## config.mk

```make
export PLATFORM = sky130hd
export DESIGN_NAME = sub_status_collector
export DESIGN_NICKNAME = d
export VERILOG_FILES = /design/src/rtl/sub_status_pkg.sv /design/src/rtl/sub_status_fifo.sv /design/src/rtl/sub_status_collector.sv
export SDC_FILE = /design/constraint.sdc
export NUM_CORES = 1
export LEC_CHECK = 0
export CAP_MARGIN = 5
export CORE_MARGIN = 1
export CORE_UTILIZATION = 29
export DETAILED_ROUTE_END_ITERATION = 16
export GPL_TIMING_DRIVEN = 1
export PLACE_DENSITY = 0.53
export SYNTH_ARGS = -nofsm -noshare
export SYNTH_HDL_FRONTEND = slang
export SYNTH_SLANG_ARGS = --single-unit
```

## constraint.sdc

```tcl
create_clock -name clk -period 6.1 [get_ports clk]
set_input_delay 0.61 -clock clk [delete_from_list [all_inputs] [get_ports clk]]
set_output_delay 0.61 -clock clk [all_outputs]
set_load 0.02 [all_outputs]
```

## src/rtl/sub_status_pkg.sv

```systemverilog
// Shared widths, record layout and parity helper for the Sub status collector.
// Build option SUB_STATUS_COLLECTOR_PARITY_EN widens the stored record by a parity bit.
package sub_status_pkg;

  localparam int A_W   = 3;
  localparam int F4_W  = 4;
  localparam int B2_W  = 2;
  localparam int PAY_W = A_W + F4_W + B2_W + 1;

`ifdef SUB_STATUS_COLLECTOR_PARITY_EN
  localparam int REC_W = PAY_W + 1;
`else
  localparam int REC_W = PAY_W;
`endif

  typedef struct packed {
    logic [A_W-1:0]  a;
    logic [F4_W-1:0] f4;
    logic [B2_W-1:0] bign2;
    logic            bign1;
  } sub_status_rec_t;

  // Even parity: the returned bit makes the total count of ones even.
  function automatic logic rec_parity(input sub_status_rec_t rec);
    return ^rec;
  endfunction

endpackage

```

## src/rtl/sub_status_fifo.sv

```systemverilog
// Synchronous FIFO with flush; head is read combinationally from registered storage.
// Also exports the next-cycle occupancy so the parent can track a high-water mark.
module sub_status_fifo #(
  parameter int DEPTH = 8,
  parameter int WIDTH = 10,
  parameter int LVL_W = $clog2(DEPTH) + 1
) (
  input  logic             clk,
  input  logic             rst,
  input  logic             flush_i,
  input  logic             wr_en_i,
  input  logic [WIDTH-1:0] wr_data_i,
  input  logic             rd_en_i,
  output logic [WIDTH-1:0] rd_data_o,
  output logic             empty_o,
  output logic             full_o,
  output logic [LVL_W-1:0] level_o,
  output logic [LVL_W-1:0] level_nxt_o
);

  localparam int PTR_W = $clog2(DEPTH);

  logic [WIDTH-1:0] mem_q [DEPTH];
  logic [PTR_W-1:0] wr_ptr_q, wr_ptr_d;
  logic [PTR_W-1:0] rd_ptr_q, rd_ptr_d;
  logic [LVL_W-1:0] level_q, level_d;
  logic             rd_acc, wr_acc;

  assign empty_o = (level_q == '0);
  assign full_o  = (level_q == LVL_W'(DEPTH));

  // A full FIFO still accepts a write when the head leaves in the same cycle.
  assign rd_acc = rd_en_i && !empty_o && !flush_i;
  assign wr_acc = wr_en_i && !flush_i && (!full_o || rd_acc);

  always_comb begin
    wr_ptr_d = wr_ptr_q;
    rd_ptr_d = rd_ptr_q;
    level_d  = level_q;
    if (flush_i) begin
      wr_ptr_d = '0;
      rd_ptr_d = '0;
      level_d  = '0;
    end else begin
      if (wr_acc) wr_ptr_d = wr_ptr_q + PTR_W'(1);
      if (rd_acc) rd_ptr_d = rd_ptr_q + PTR_W'(1);
      level_d = level_q + LVL_W'(wr_acc) - LVL_W'(rd_acc);
    end
  end

  always_ff @(posedge clk) begin
    if (rst) begin
      wr_ptr_q <= '0;
      rd_ptr_q <= '0;
      level_q  <= '0;
    end else begin
      wr_ptr_q <= wr_ptr_d;
      rd_ptr_q <= rd_ptr_d;
      level_q  <= level_d;
    end
  end

  always_ff @(posedge clk) begin
    if (wr_acc && !rst) mem_q[wr_ptr_q] <= wr_data_i;
  end

  // Masking with empty keeps the output at zero after reset without clearing storage.
  assign rd_data_o   = empty_o ? '0 : mem_q[rd_ptr_q];
  assign level_o     = level_q;
  assign level_nxt_o = level_d;

endmodule

```

## src/rtl/sub_status_collector.sv

```systemverilog
// Captures strobed Sub status into records, buffers them, and counts drops / peak occupancy.
// Define SUB_STATUS_COLLECTOR_PARITY_EN to append an even-parity bit (LSB) to each record.
module sub_status_collector
  import sub_status_pkg::*;
#(
  parameter int DEPTH = 8,
  parameter int CNT_W = 8,
  parameter int LVL_W = $clog2(DEPTH) + 1
) (
  input  logic             clk,
  input  logic             rst,
  input  logic [A_W-1:0]   a_NO,
  input  logic [F4_W-1:0]  f4_dotnamed,
  input  logic             bign1_dotnamed,
  input  logic [B2_W-1:0]  bign2_dotnamed,
  input  logic             c_dotnamed,
  input  logic             etmp_dotnamed,
  output logic             out_valid,
  input  logic             out_ready,
  output logic [REC_W-1:0] out_data,
  output logic [LVL_W-1:0] fifo_level,
  output logic [LVL_W-1:0] hwm,
  output logic [CNT_W-1:0] overflow_cnt
);

  sub_status_rec_t  rec;
  logic [REC_W-1:0] rec_word;
  logic             empty, full, pop, push, drop;
  logic [LVL_W-1:0] level_nxt;
  logic [LVL_W-1:0] hwm_q, hwm_d;
  logic [CNT_W-1:0] ovf_q, ovf_d;

  assign rec = {a_NO, f4_dotnamed, bign2_dotnamed, bign1_dotnamed};

`ifdef SUB_STATUS_COLLECTOR_PARITY_EN
  assign rec_word = {rec, rec_parity(rec)};
`else
  assign rec_word = rec;
`endif

  assign out_valid = !empty;
  assign pop       = out_valid && out_ready;
  assign push      = c_dotnamed && !etmp_dotnamed && (!full || pop);
  assign drop      = c_dotnamed && !etmp_dotnamed && full && !pop;

  sub_status_fifo #(
    .DEPTH (DEPTH),
    .WIDTH (REC_W),
    .LVL_W (LVL_W)
  ) u_fifo (
    .clk         (clk),
    .rst         (rst),
    .flush_i     (etmp_dotnamed),
    .wr_en_i     (push),
    .wr_data_i   (rec_word),
    .rd_en_i     (pop),
    .rd_data_o   (out_data),
    .empty_o     (empty),
    .full_o      (full),
    .level_o     (fifo_level),
    .level_nxt_o (level_nxt)
  );

  always_comb begin
    hwm_d = hwm_q;
    ovf_d = ovf_q;
    if (etmp_dotnamed) begin
      hwm_d = '0;
      ovf_d = '0;
    end else begin
      if (level_nxt > hwm_q) hwm_d = level_nxt;
      if (drop && (ovf_q != {CNT_W{1'b1}})) ovf_d = ovf_q + CNT_W'(1);
    end
  end

  always_ff @(posedge clk) begin
    if (rst) begin
      hwm_q <= '0;
      ovf_q <= '0;
    end else begin
      hwm_q <= hwm_d;
      ovf_q <= ovf_d;
    end
  end

  assign hwm          = hwm_q;
  assign overflow_cnt = ovf_q;

endmodule

```

Word-level counts from Yosys, hierarchy flattened. Memories as Yosys holds them, arrays and structs flattened. A register that Yosys moved wholly into a read port is not among the register bits. Index checks and enable logic that the tools add are counted.

Add/subtract/negate cells: 5. Magnitude comparators: 1. Equality and inequality tests: 2. Multiplexer cells: 6. Reductions and logical operators: 20.

Operator list (number): logical AND 1 bit (11); two-way mux 10 bit (1); adder 8 x 1 -> 8 bit, second input constant (1); inequality test 8 bit, second input constant (1); adder 3 x 1 -> 3 bit, second input constant (2); two-way mux 3 bit (2); zero test 1 bit (5); adder 4 x 1 -> 4 bit (1); equality test 4 bit, second input constant (1); > comparator 4 bit (1); zero test 4 bit (1); two-way mux 4 bit (1); subtractor 4 x 1 -> 4 bit (1); logical OR 1 bit (2); two-way mux 1 bit (2); OR reduction 2 bit (1).

Register bits after elaboration: 22. Bits in writable memories: 80. Word-level logic and storage cells: 40. Memories: 1.

Memory list: u_fifo.mem_q (depth 8, width 10, rd ports 1, clocked after memory_dff 1, wr ports 1, line sub_status_fifo.sv:23) `logic [WIDTH-1:0] mem_q [DEPTH];`.

Depth between registers and ports, before layout.
Word-level depth: 11. Depth in mapped cells: 18. Mapped depth without buffers: 18.

By module. From an unflattened synthesis, not the netlist that was laid out.

Cells, all modules: 295. Area, all modules: 4483.0 um2.

By module, submodules not included: sub_status_fifo (instances 1, cells each 209, area each 3753.6 um2); sub_status_collector (instances 1, cells each 86, area each 729.4 um2).

Least setup slack after synthesis. No wires, ideal clock.

Kind: register -> register. Start point: reg u_fifo.level_q[2], in the netlist u_fifo.level_o[2]. End point: reg hwm_q[0], in the netlist hwm[0]. Arrival time: 3343 ps. Data required time: 6028 ps. Slack: 2685 ps. Stages on the path, launching flop included: 17. Buffers on the path: 0. Cells stage by stage: dfxtp_1 > inv_1 > ha_1 > and3_1 > inv_1 > nand2_1 > nor2_1 > ha_1 > inv_1 > ha_1 > fa_1 > nor2b_1 > ha_1 > nor2b_1 > o211ai_1 > a21oi_1 > mux2i_1.

Longest elaborated chain between the ends: 11.

RTL lines: from (decl) (line sub_status_fifo.sv:26) `logic [LVL_W-1:0] level_q, level_d;`; from (signal assigned) (line sub_status_fifo.sv:59) `level_q <= level_d;`; zero test 4 bit * (line sub_status_fifo.sv:29) `assign empty_o = (level_q == '0);`; zero test 1 bit * (line sub_status_collector.sv:41) `assign out_valid = !empty;`; named net out_valid (line sub_status_collector.sv:18) `output logic out_valid,`; logical AND 1 bit (line sub_status_collector.sv:42) `assign pop = out_valid && out_ready;`; logical OR 1 bit / logical AND 1 bit (equally long branches) (line sub_status_collector.sv:43, sub_status_fifo.sv:33); logical AND 1 bit, on equally long branches (line sub_status_collector.sv:43, sub_status_fifo.sv:33); logical AND 1 bit / logical OR 1 bit (equally long branches) (line sub_status_fifo.sv:34) `assign wr_acc = wr_en_i && !flush_i && (!full_o || rd_acc);`; logical AND 1 bit (line sub_status_fifo.sv:34); adder 4 x 1 -> 4 bit (line sub_status_fifo.sv:47) `level_d = level_q + LVL_W'(wr_acc) - LVL_W'(rd_acc);`; subtractor 4 x 1 -> 4 bit * (line sub_status_fifo.sv:47); two-way mux 4 bit * (line sub_status_fifo.sv:40) `if (flush_i) begin`; named net level_nxt[1] (line sub_status_collector.sv:29) `logic [LVL_W-1:0] level_nxt;`; > comparator 4 bit * (line sub_status_collector.sv:71) `if (level_nxt > hwm_q) hwm_d = level_nxt;`; to (signal assigned) (line sub_status_collector.sv:81) `hwm_q <= hwm_d;`; to (decl) (line sub_status_collector.sv:30) `logic [LVL_W-1:0] hwm_q, hwm_d;`.

Mark *: on every way through the listed nets, which the timed path passes. The rest lies on a longest branch. A chain may end at the register's enable or synchronous reset.

Worst setup path after layout.
Start point: reg u_fifo.level_q[2], in the netlist u_fifo.level_o[2]. End point: reg hwm_q[0], in the netlist hwm[0].

Longest elaborated chain between the ends: 11.

RTL lines (line): zero test 4 bit (sub_status_fifo.sv:29); zero test 1 bit (sub_status_fifo.sv:33, sub_status_collector.sv:41); logical AND 1 bit (sub_status_collector.sv:42); logical OR 1 bit / logical AND 1 bit (equally long branches) (sub_status_collector.sv:43, sub_status_fifo.sv:33); logical AND 1 bit, on equally long branches (sub_status_collector.sv:43, sub_status_fifo.sv:33); logical AND 1 bit / logical OR 1 bit (equally long branches) (sub_status_fifo.sv:34); logical AND 1 bit (sub_status_fifo.sv:34); adder 4 x 1 -> 4 bit (sub_status_fifo.sv:47); subtractor 4 x 1 -> 4 bit * (sub_status_fifo.sv:47); two-way mux 4 bit * (sub_status_fifo.sv:40); named net level_nxt[1] (sub_status_collector.sv:29); > comparator 4 bit * (sub_status_collector.sv:71).

Marked as above.

==> impl_results.md <==
* Post-synth top area share at between 50% and 60%
* Largest net degree at the start of global routing at 21
* Top_reg_cell synth: edfxtp_1
* Max cap viols at 0
* HP Start: hwm[2]$_SDFFE_PP0N_
* Setup crit start kind: flip-flop
* Layout Utilization at a little under two fifths
* Post-synth cell types at 42
* Fin Setup TNS at 0 ns
* Flop and latch count out of synthesis at around 110
* DR vias/cell at 4.84
* Port buffer count at ~40
* Final Max Tran Viols at 0
* Cts hold-fix bufs at 0
* Hold Path Sink: hwm[2]$_SDFFE_PP0N_
* Seq/Total Area, Yosys at ~65%
* Final Hold Viols at 0
* Hold Path Class: flip-flop to flip-flop
* Area Overhead vs Synth at 22.1%
* Worst VDD drop at approximately 0.13 mV
* Ranking of synthesized cells by instance count: edfxtp_1, nor2_1, dfxtp_1
* Layout cell share with drive strength beyond 1 at about 16%
* Crit path cell chain: inv_1 > ha_1 > and3_1 > inv_1 > nand2_1 > nor2_1 > ha_1 > inv_1 > ha_1 > fa_1 > nor2b_1 > ha_1 > nor2b_1 > o211ai_1 > a21oi_1 > mux2i_1
* Delay of the slowest critical-path stage at 0.55 ns
* Worst reg2reg path depth at 16
* Final period demand of the worst path at between 3 and 4 ns
* Status: finished, final reports clean
* Unrepaired setup endpoints after global routing: false
* Fin Clk Skew at between 0.01 and 0.015 ns
* Routed via count at between 2,000 and 3,000
* Asr flop ratio synth at 0%
* R2r endpoint: hwm[0]$_SDFFE_PP0N_
* Syn avg cell area at between 15 and 20 µm²
* Synthesized Nets at about 320
* Reg2Reg Setup Slack at between 2 and 2.5 ns
* Clock Path Buffers at 2
* Post-synth EDFFs at 80
* Post-Syn Area at between 4000 and 5000 µm²
* Clk sinks at between 100 and 150
* Cts repair resizes at 0
* Crit path top cell by count: ha_1
* Cts bufs inserted at 9
* Routed Wire Length at around 9200 µm
* # IOs at 42
* Worst skew pair latency at 0.35 ns
* Worst slew margin at between 20% and 30%
* Tot GR Track Use at around 13%
* Worst-margin pin slew at between 1 and 1.5 ns
* Clock Tree Root: clkbuf_16
* ANT cells at 0
* Row count at 44
* RePlAce Congestion at about 0.79
* Grt total ovfl at 0
* Syn Inst Count at about 300
* Critical path class: flip-flop to flip-flop
* Die Span X at around 130 µm
* Yosys warning total at 0
* Iter 0 DRT Violations at around 140
* Vias in the first global route at between 2,000 and 3,000
* Pre-antenna DRT Iters at 4
* Initial antenna violation count at 0
* Crit path max fanout at 11
* DRC viols at 0
* Layout Nets at around 370
* Crit path capture type: flip-flop
* Count leader, synth: edfxtp_1
* Fin cells at 526
* Final ANT Viol Nets at 0
* Post-placement cell count at 510
* Leakage power at 1.70 nW
* DP Area at slightly above 5000 µm²
* Fin area at roughly 5400 µm²
* Cell accounting for the most synthesized area: edfxtp_1
* Worst-path clk slew at ~0.070 ns
* DR WL/cell at between 15 and 20 µm
* CTS tree: built
* Htree depth at 3
* Core Box Area at between 10,000 and 15,000 µm²
* Final count of negative-setup-slack endpoints at 0
* Starting Density at 30.2%
* Post-CTS setup repair buffer count at 0
* Die height at 126 µm
* Pwr per Cell Area at 264 nW/µm²
* CP max stage cell: and3_1
* Final Cycle Share at roughly two thirds
* Die area at between 15,000 and 20,000 µm²
* Synth area leaders: edfxtp_1, dfxtp_1, mux4_2
* First-pass GRT wire length at roughly 15,000 µm
* Worst r2r src: u_fifo.level_o[2]$_SDFF_PP0_
* Achievable Freq at ~250 MHz
* CP Data Arrival Time at 4.24 ns
* Worst Hold Depth at 2
* Worst Setup SP: u_fifo.level_o[2]$_SDFF_PP0_
* Required @ worst endpoint at 6.38 ns
* Post-DP HPWL at roughly 5900 µm
cell type report:
type                            instances  area (µm²)
Timing Repair Buffer                   44         433
Multi-Input combinational cell        161        1530
Inverter                               16        60.1
Sequential cell                       105        2900
Clock buffer                            9         225
Clock inverter                          7        60.1
Fill cell                            1414        9310
Tap cell                              184         230
report_power, final:
| part | leakage [nW] | internal [mW] | switching (mW) |
|---|---|---|---|
| registers | 0.922 | 0.772 | 0.00303 |
| logic | 0.644 | 0.0463 | 0.0599 |
| clock network | 0.136 | 0.284 | 0.270 |
worst max-delay path, delay by kind of cell (launching register included):
family	cells	cell delay, ns
flip-flops	1	0.32
AND/OR/NAND/NOR	5	1.12
multiplexers	1	0.22
AO/OA/AOI/OAI	2	0.49
buffers and inverters	3	0.34
adder cells (fa/ha/maj)	5	1.40
stage by stage:
stage	power, mW	worst slack [ns]	hold WS [ns]
CTS	1.45	2.10	0.488
finish	1.44	2.15	0.483
global placement	0.897	2.32	0.467
detailed placement	0.900	2.13	0.475
global route	1.49	1.79	0.512
floorplan	0.853	2.69	0.454
metal layers:
layer	GRT usage, %	vias up	routed length, µm
li1	-	1212	-
met1	16.0	1278	4350
met2	20.5	52	4370
met3	3.70	5	413
met4	3.83	0	61
met5	0	-	0
layout by cell type (no fill, tap or decap), types with 4 or more instances in the layout:
cell type,count
clkdlybuf4s50_1,41
clkbuf_16,9
nand2b_1,4
inv_1,16
mux4_2,20
a21oi_1,14
ha_1,13
nor4b_4,4
nand3_1,9
nand2_1,13
nor2_1,29
edfxtp_1,80
dfxtp_1,25
mux2i_1,14
kinds of logic (layout without fill, tap and decap cells):
family	after synthesis	after routing	synth area share (%)
flip-flops	105	105	65.2
AND/OR/NAND/NOR	82	82	10.1
multiplexers	34	34	13.3
buffers and inverters	29	76	2.56
AO/OA/AOI/OAI	28	28	4.30
adder cells (fa/ha/maj)	14	14	4.10
XOR/XNOR	3	3	0.590
worst max-delay path by stage:
stage,end,slack (ns),cells past startpoint
2_1_floorplan,hwm[0]$_SDFFE_PP0N_,2.69,16
3_5_place_dp,hwm[0]$_SDFFE_PP0N_,2.13,16
4_1_cts,hwm[2]$_SDFFE_PP0N_,2.10,16
3_3_place_gp,hwm[0]$_SDFFE_PP0N_,2.32,16
5_1_grt,hwm[0]$_SDFFE_PP0N_,1.79,16
6_report,hwm[0]$_SDFFE_PP0N_,2.15,16
state kept, by name (all words and copies together), names as in the netlist, named ones only:
register,flops
u_fifo.mem_q,80
overflow_cnt,8
u_fifo.wr_ptr_q,3
u_fifo.level_o,4
u_fifo.rd_ptr_q,3
hwm,4
Power figures use the tool's default switching activity.
